$ cat src/rtl/pipelined_data_path.sv
// 3-stage D/E/W integer datapath with register file and ALU; E->W forwarding when DP_FORWARD_EN is defined.
// Latency: an instruction accepted at cycle t is in E at t+1 and in W (writeback, memory) at t+2.
// Backpressure: in_ready = ~stall & ~hazard; stall freezes every stage, hazard inserts one bubble.
module pipelined_data_path #(
    parameter int W     = 5,
    parameter int WIDTH = 32
) (
    input  logic             clk,
    input  logic             n_reset,
    input  logic             in_valid,
    output logic             in_ready,
    input  logic             stall,
    input  logic [W-1:0]     r_addr_A,
    input  logic [W-1:0]     r_addr_B,
    input  logic [W-1:0]     w_addr,
    input  logic [WIDTH-1:0] imm_ext,
    input  logic             alu_src,
    input  logic [2:0]       alu_control,
    input  logic             reg_write,
    input  logic             result_src,
    input  logic             mem_write,
    input  logic [WIDTH-1:0] read_data,
    output logic             zero,
    output logic             sign,
    output logic [WIDTH-1:0] alu_result,
    output logic [WIDTH-1:0] write_data,
    output logic             mem_we,
    output logic [WIDTH-1:0] result,
    output logic             wb_valid
);
    localparam int NREG = 2 ** W;
    localparam int SH   = $clog2(WIDTH);

    logic [WIDTH-1:0] rf_q [NREG];

    // E stage
    logic             valid_e_q, src_e_q, rw_e_q, rsrc_e_q, mw_e_q;
    logic [W-1:0]     rd_e_q;
    logic [WIDTH-1:0] a_e_q, b_e_q, imm_e_q;
    logic [2:0]       ctl_e_q;

    // W stage
    logic             valid_w_q, rw_w_q, rsrc_w_q, mw_w_q;
    logic [W-1:0]     rd_w_q;
    logic [WIDTH-1:0] alu_w_q, wd_w_q;

    logic             hazard, accept, wb_we;
    logic [WIDTH-1:0] rd_a, rd_b, op_a, op_b, alu_b, alu_y;

    assign result = (valid_w_q && rsrc_w_q) ? read_data : alu_w_q;
    assign wb_we  = valid_w_q & rw_w_q & ~stall & (rd_w_q != '0);

    // Write-through read: the value being written back this cycle wins over the array.
    always_comb begin
        rd_a = rf_q[r_addr_A];
        rd_b = rf_q[r_addr_B];
        if (wb_we && rd_w_q == r_addr_A) rd_a = result;
        if (wb_we && rd_w_q == r_addr_B) rd_b = result;
        if (r_addr_A == '0) rd_a = '0;
        if (r_addr_B == '0) rd_b = '0;
    end

`ifdef DP_FORWARD_EN
    logic [W-1:0] rs1_e_q, rs2_e_q;
    logic         fwd_ok;

    always_ff @(posedge clk) begin
        if (!n_reset) begin
            rs1_e_q <= '0;
            rs2_e_q <= '0;
        end else if (!stall) begin
            rs1_e_q <= r_addr_A;
            rs2_e_q <= r_addr_B;
        end
    end

    assign fwd_ok = valid_w_q & rw_w_q & (rd_w_q != '0);
    assign op_a   = (fwd_ok && rd_w_q == rs1_e_q) ? result : a_e_q;
    assign op_b   = (fwd_ok && rd_w_q == rs2_e_q) ? result : b_e_q;
    assign hazard = 1'b0;
`else
    assign op_a   = a_e_q;
    assign op_b   = b_e_q;
    assign hazard = valid_e_q & rw_e_q & (rd_e_q != '0) &
                    ((rd_e_q == r_addr_A) | (rd_e_q == r_addr_B));
`endif

    assign in_ready = ~stall & ~hazard;
    assign accept   = in_valid & in_ready;

    assign alu_b = src_e_q ? imm_e_q : op_b;

    always_comb begin
        alu_y = '0;
        case (ctl_e_q)
            3'b000:  alu_y = op_a + alu_b;
            3'b001:  alu_y = op_a - alu_b;
            3'b010:  alu_y = op_a & alu_b;
            3'b011:  alu_y = op_a | alu_b;
            3'b100:  alu_y = op_a ^ alu_b;
            3'b101:  alu_y = {{(WIDTH-1){1'b0}}, ($signed(op_a) < $signed(alu_b))};
            3'b110:  alu_y = op_a << alu_b[SH-1:0];
            default: alu_y = op_a >> alu_b[SH-1:0];
        endcase
    end

    assign zero       = (alu_y == '0);
    assign sign       = alu_y[WIDTH-1];
    assign alu_result = alu_w_q;
    assign write_data = wd_w_q;
    assign mem_we     = valid_w_q & mw_w_q & ~stall;
    assign wb_valid   = valid_w_q;

    always_ff @(posedge clk) begin
        if (!n_reset) begin
            valid_e_q <= 1'b0;
            src_e_q   <= 1'b0;
            rw_e_q    <= 1'b0;
            rsrc_e_q  <= 1'b0;
            mw_e_q    <= 1'b0;
            rd_e_q    <= '0;
            a_e_q     <= '0;
            b_e_q     <= '0;
            imm_e_q   <= '0;
            ctl_e_q   <= '0;
            valid_w_q <= 1'b0;
            rw_w_q    <= 1'b0;
            rsrc_w_q  <= 1'b0;
            mw_w_q    <= 1'b0;
            rd_w_q    <= '0;
            alu_w_q   <= '0;
            wd_w_q    <= '0;
        end else if (!stall) begin
            valid_e_q <= accept;
            src_e_q   <= alu_src;
            rw_e_q    <= reg_write;
            rsrc_e_q  <= result_src;
            mw_e_q    <= mem_write;
            rd_e_q    <= w_addr;
            a_e_q     <= rd_a;
            b_e_q     <= rd_b;
            imm_e_q   <= imm_ext;
            ctl_e_q   <= alu_control;
            valid_w_q <= valid_e_q;
            rw_w_q    <= rw_e_q;
            rsrc_w_q  <= rsrc_e_q;
            mw_w_q    <= mw_e_q;
            rd_w_q    <= rd_e_q;
            alu_w_q   <= alu_y;
            wd_w_q    <= op_b;
        end
    end

    always_ff @(posedge clk) begin
        if (!n_reset) begin
            for (int i = 0; i < NREG; i++) rf_q[i] <= '0;
        end else if (wb_we) begin
            rf_q[rd_w_q] <= result;
        end
    end
endmodule
$ cat config.mk
export PLATFORM = sky130hd
export DESIGN_NAME = pipelined_data_path
export DESIGN_NICKNAME = d
export VERILOG_FILES = /design/src/rtl/pipelined_data_path.sv
export SDC_FILE = /design/constraint.sdc
export NUM_CORES = 2
export LEC_CHECK = 0
export ABC_AREA = 1
export BUFFER_PORTS_ARGS = -buffer_cell sky130_fd_sc_hd__clkbuf_2
export CAP_MARGIN = 10
export CORE_MARGIN = 3
export CORE_UTILIZATION = 44
export DETAILED_ROUTE_END_ITERATION = 7
export SLEW_MARGIN = 20
export SYNTH_ARGS = -nofsm -noshare
export SYNTH_HDL_FRONTEND = slang
export SYNTH_SLANG_ARGS = --single-unit
$ cat constraint.sdc
create_clock -name clk -period 9.8 [get_ports clk]
set_clock_uncertainty 0.15 [all_clocks]
set_input_delay 1.96 -clock clk [delete_from_list [all_inputs] [get_ports clk]]
set_output_delay 1.96 -clock clk [all_outputs]
set_load 0.02 [all_outputs]
==> flow_summary.json <==
{
  "detail_route.drc_violations": 0,
  "chipHeight_um": 411,
  "crit_path_setup_slack_layout_ns": 1.27,
  "synth_enable_flop_cells": 1024,
  "max_slew.worst_pin.slew_ns": 1.16,
  "cts_hold_repair.buffers": 0,
  "clock_tree_from_tritoncts": "yes",
  "synth-main-ff-cell": "edfxtp_1",
  "timing.max_cap.violations": 0,
  "avgRoutedWirePerCell_um": 30.3,
  "initial_core_util_pct": 44.6,
  "area_delta_synth_final_pct": 9.68,
  "vias_per_cell": 6.40,
  "outcome": "finished, final reports clean",
  "via_count": 73200,
  "number_of_max_slew_violations_in_the_final_report": 0,
  "timing.final.crit_share_pct": 87.1,
  "maxSlewHeadroom_pct": 22.7,
  "grt-ovfl-total": 0,
  "post_synth_inst_count": 9404,
  "first_global_vias": 67000,
  "ctsLongestPathBuffers": 3,
  "placement_setup_slack_ns": 2.27,
  "cellPowerDensity_nw_per_um2": 178,
  "detailed_route_iter0_violations": 12200,
  "antenna_found_initial": 12,
  "cts.repair_timing.setup_buffer_count": 0,
  "synth_warnings": 0,
  "io_buffers": 190,
  "first_pass_iters": 7,
  "irDropWorstVdd_mv": 0.152,
  "cts_repair_resize_count": 0,
  "die_w_um": 411,
  "root_buffer": "clkbuf_16",
  "multi_input_area_um2": 32600,
  "final-seq-area_um2": 34400,
  "core_area_um2": 162000,
  "unrepaired_setup_endpoints_after_global_routing": "false",
  "path_max_fanout": 38,
  "yosysSeqAreaShare_pct": 47.7,
  "crit_path_category": "reg2out",
  "numPlacedInstances": 11200,
  "track_usage_pct": 39.6,
  "cts.sink_count": 1206,
  "timing.critical_path.from_type": "flip-flop",
  "drtAntennaViolNets": 0,
  "gpl.final_weighted_congestion": 1.08,
  "drt_wl_total_um": 347000,
  "post-route-util_pct": 48.9,
  "clock_insertion_delay_worst_skew_ns": 0.82,
  "leakage_nw": 30.8,
  "finalSetupViolCount": 0,
  "grt_first_pass_wirelength_um": 486000,
  "crit_top_cell": "nand2_1",
  "critical_path.slowest_cell": "dfxtp_1",
  "share_of_flip_flops_with_an_asynchronous_set_or_reset_after_synthesis_pct": 0,
  "critical_path.max_stage_delay_ns": 1.09,
  "number_of_hold_violations_in_the_final_report": 0,
  "design.portCount": 191,
  "worstHoldPathType": "reg2reg",
  "fin_tns_setup_ns": 0,
  "largest_net_degree_at_the_start_of_global_routing": 168,
  "h_tree_lvls": 4,
  "path_buf_inv": 3,
  "detailedPlacementHpwl_um": 221000,
  "drive_above_1_share_pct": 8.34,
  "clk_pin_slew_ns": 0.06,
  "design.die.area_um2": 169000,
  "fillCellCount": 15700,
  "worst_path_dominant_cell_family": "simple AND/OR/NAND/NOR gates",
  "final_net_count": 9347,
  "worst_ep_required_ns": 7.69,
  "finish.cell_count_without_fillers": 11400,
  "critical_path.cell_chain": "nand2_4 -> nand2_8 -> ha_1 -> inv_1 -> fa_1 -> inv_1 -> nand2_1 -> nand2_1 -> and2_1 -> o21ai_0 -> a21oi_1 -> nand3_1 -> nor2_2 -> nand2_1 -> nor2_1 -> nand2_1 -> nor2_1 -> nand3_1 -> nor2_1 -> clkbuf_2",
  "post-route-min-period_ns": 8.53,
  "cp.arrival_ns": 6.42,
  "floorplan.rows": 147,
  "fmaxAchievable_ghz": 0.117,
  "ys_ff_latch": 1206,
  "synth_cell_type_count": 56,
  "syn_area_per_cell_um2": 7.67,
  "kind_of_end_point_of_the_critical_path": "output port",
  "cts_inserted_buffers": 137,
  "netlist_area_um2": 72100
}
==> report_power, final <==
part	switching [W]	internal, W	total, W	leakage [nW]
clock	0.00226	0.00303	0.00530	2.20
combinational	0.00220	0.000667	0.00287	16.6
sequential	0.000164	0.00576	0.00593	12.0
total	0.00463	0.00946	0.0141	30.8
==> synth_stat cells (30+ instances only) <==
master	count	area share, %
a211oi_1	51	0.53
nand4_1	30	0.26
clkbuf_1	608	3.2
dfxtp_1	182	5.1
buf_2	136	0.94
a21oi_1	486	3.4
o21ai_1	61	0.42
o211ai_1	90	0.94
nand3_1	505	3.5
o22ai_1	358	3.1
inv_1	583	3.0
nor3_1	31	0.22
nand2_1	1104	5.7
o21ai_0	1566	11
edfxtp_1	1024	43
buf_1	35	0.18
ha_1	108	1.9
nor2_1	2222	12
==> cell type report <==
cell class,instances,area share (%)
repair buffers,384,3.22
clock buffers,182,4.75
inverters,597,2.89
flip-flops and latches,1206,43.5
clock inverters,68,0.962
well taps,2160,3.42
multi-input cells,6821,41.2
diodes,12,0.0380
==> cell usage in the layout (no fill, tap or decap), types with 12 or more instances in the layout <==
cell,n
o32ai_1,27
or2_2,28
nand2_2,67
clkbuf_2,180
clkinv_1,24
o21ai_0,1560
bufinv_16,12
edfxtp_1,1024
nand2_1,1044
nor3_1,31
conb_1,32
a21oi_1,486
inv_1,576
nand3_1,500
a221oi_1,12
nor2_1,2222
clkbuf_1,32
o21ai_1,35
o211ai_1,90
o22ai_1,358
o21ai_4,15
buf_4,191
clkinv_2,19
ha_1,108
nand4_1,30
dfxtp_1,182
nand3_2,21
diode_2,12
a211oi_1,51
o21ai_2,19
clkbuf_16,140
==> per-layer routing <==
| layer | track usage (%) | wire [um] |
|---|---|---|
| met1 | 52.8 | 131000 |
| met2 | 58.2 | 147000 |
| met3 | 8.65 | 42300 |
| met4 | 25.5 | 26400 |
| met5 | 0 | 47 |
==> sequential cells by signal, summed over array words and instances, names as in the netlist, 3 cells and up <==
name,cells
imm_e_q,32
a_e_q,32
b_e_q,32
write_data,32
ctl_e_q,3
alu_result,32
rd_w_q,5
rd_e_q,5
rf_q,1024
==> tightest hold or removal path, stage by stage, from the launching register on <==
cell	delay, ns
dfxtp_1	0.32
nor2_1	0.04
nor2_1	0.08
==> worst paths after layout <==
path	startpoint	end	slack, ns	cells past startpoint
max reg2reg	src_e_q$_SDFFE_PN0N_	alu_result[10]$_SDFFE_PN0N_	4.25	20
min reg2reg	imm_e_q[14]$_SDFFE_PN0N_	imm_e_q[14]$_SDFFE_PN0N_	0.33	2
max	src_e_q$_SDFFE_PN0N_	zero	1.27	20
min	imm_e_q[14]$_SDFFE_PN0N_	imm_e_q[14]$_SDFFE_PN0N_	0.33	2
==> metrics by stage <==
stage | instance area [um2] | total power (W) | hold slack, ns
final | 79100 | 0.0141 | 0.327
after global routing | 79000 | 0.0145 | 0.358
after CTS | 79000 | 0.0140 | 0.330
after detailed placement | 74500 | 0.00878 | 0.317
after global placement | 74500 | 0.00876 | 0.313
after floorplan | 72200 | 0.00760 | 0.293
==> kinds of logic (layout without fill, tap and decap cells) <==
family	count (synthesis)	count (layout)	synth area share (%)
simple gates	3985	3985	22.3
flops	1206	1206	47.7
xor+xnor	12	12	0.146
fa+ha+maj	110	110	1.93
buf+inv	1408	1231	7.83
other cells	1	44	0.00520
compound gates	2682	2682	20.1
Note: power is estimated with default switching activity, not from simulation.
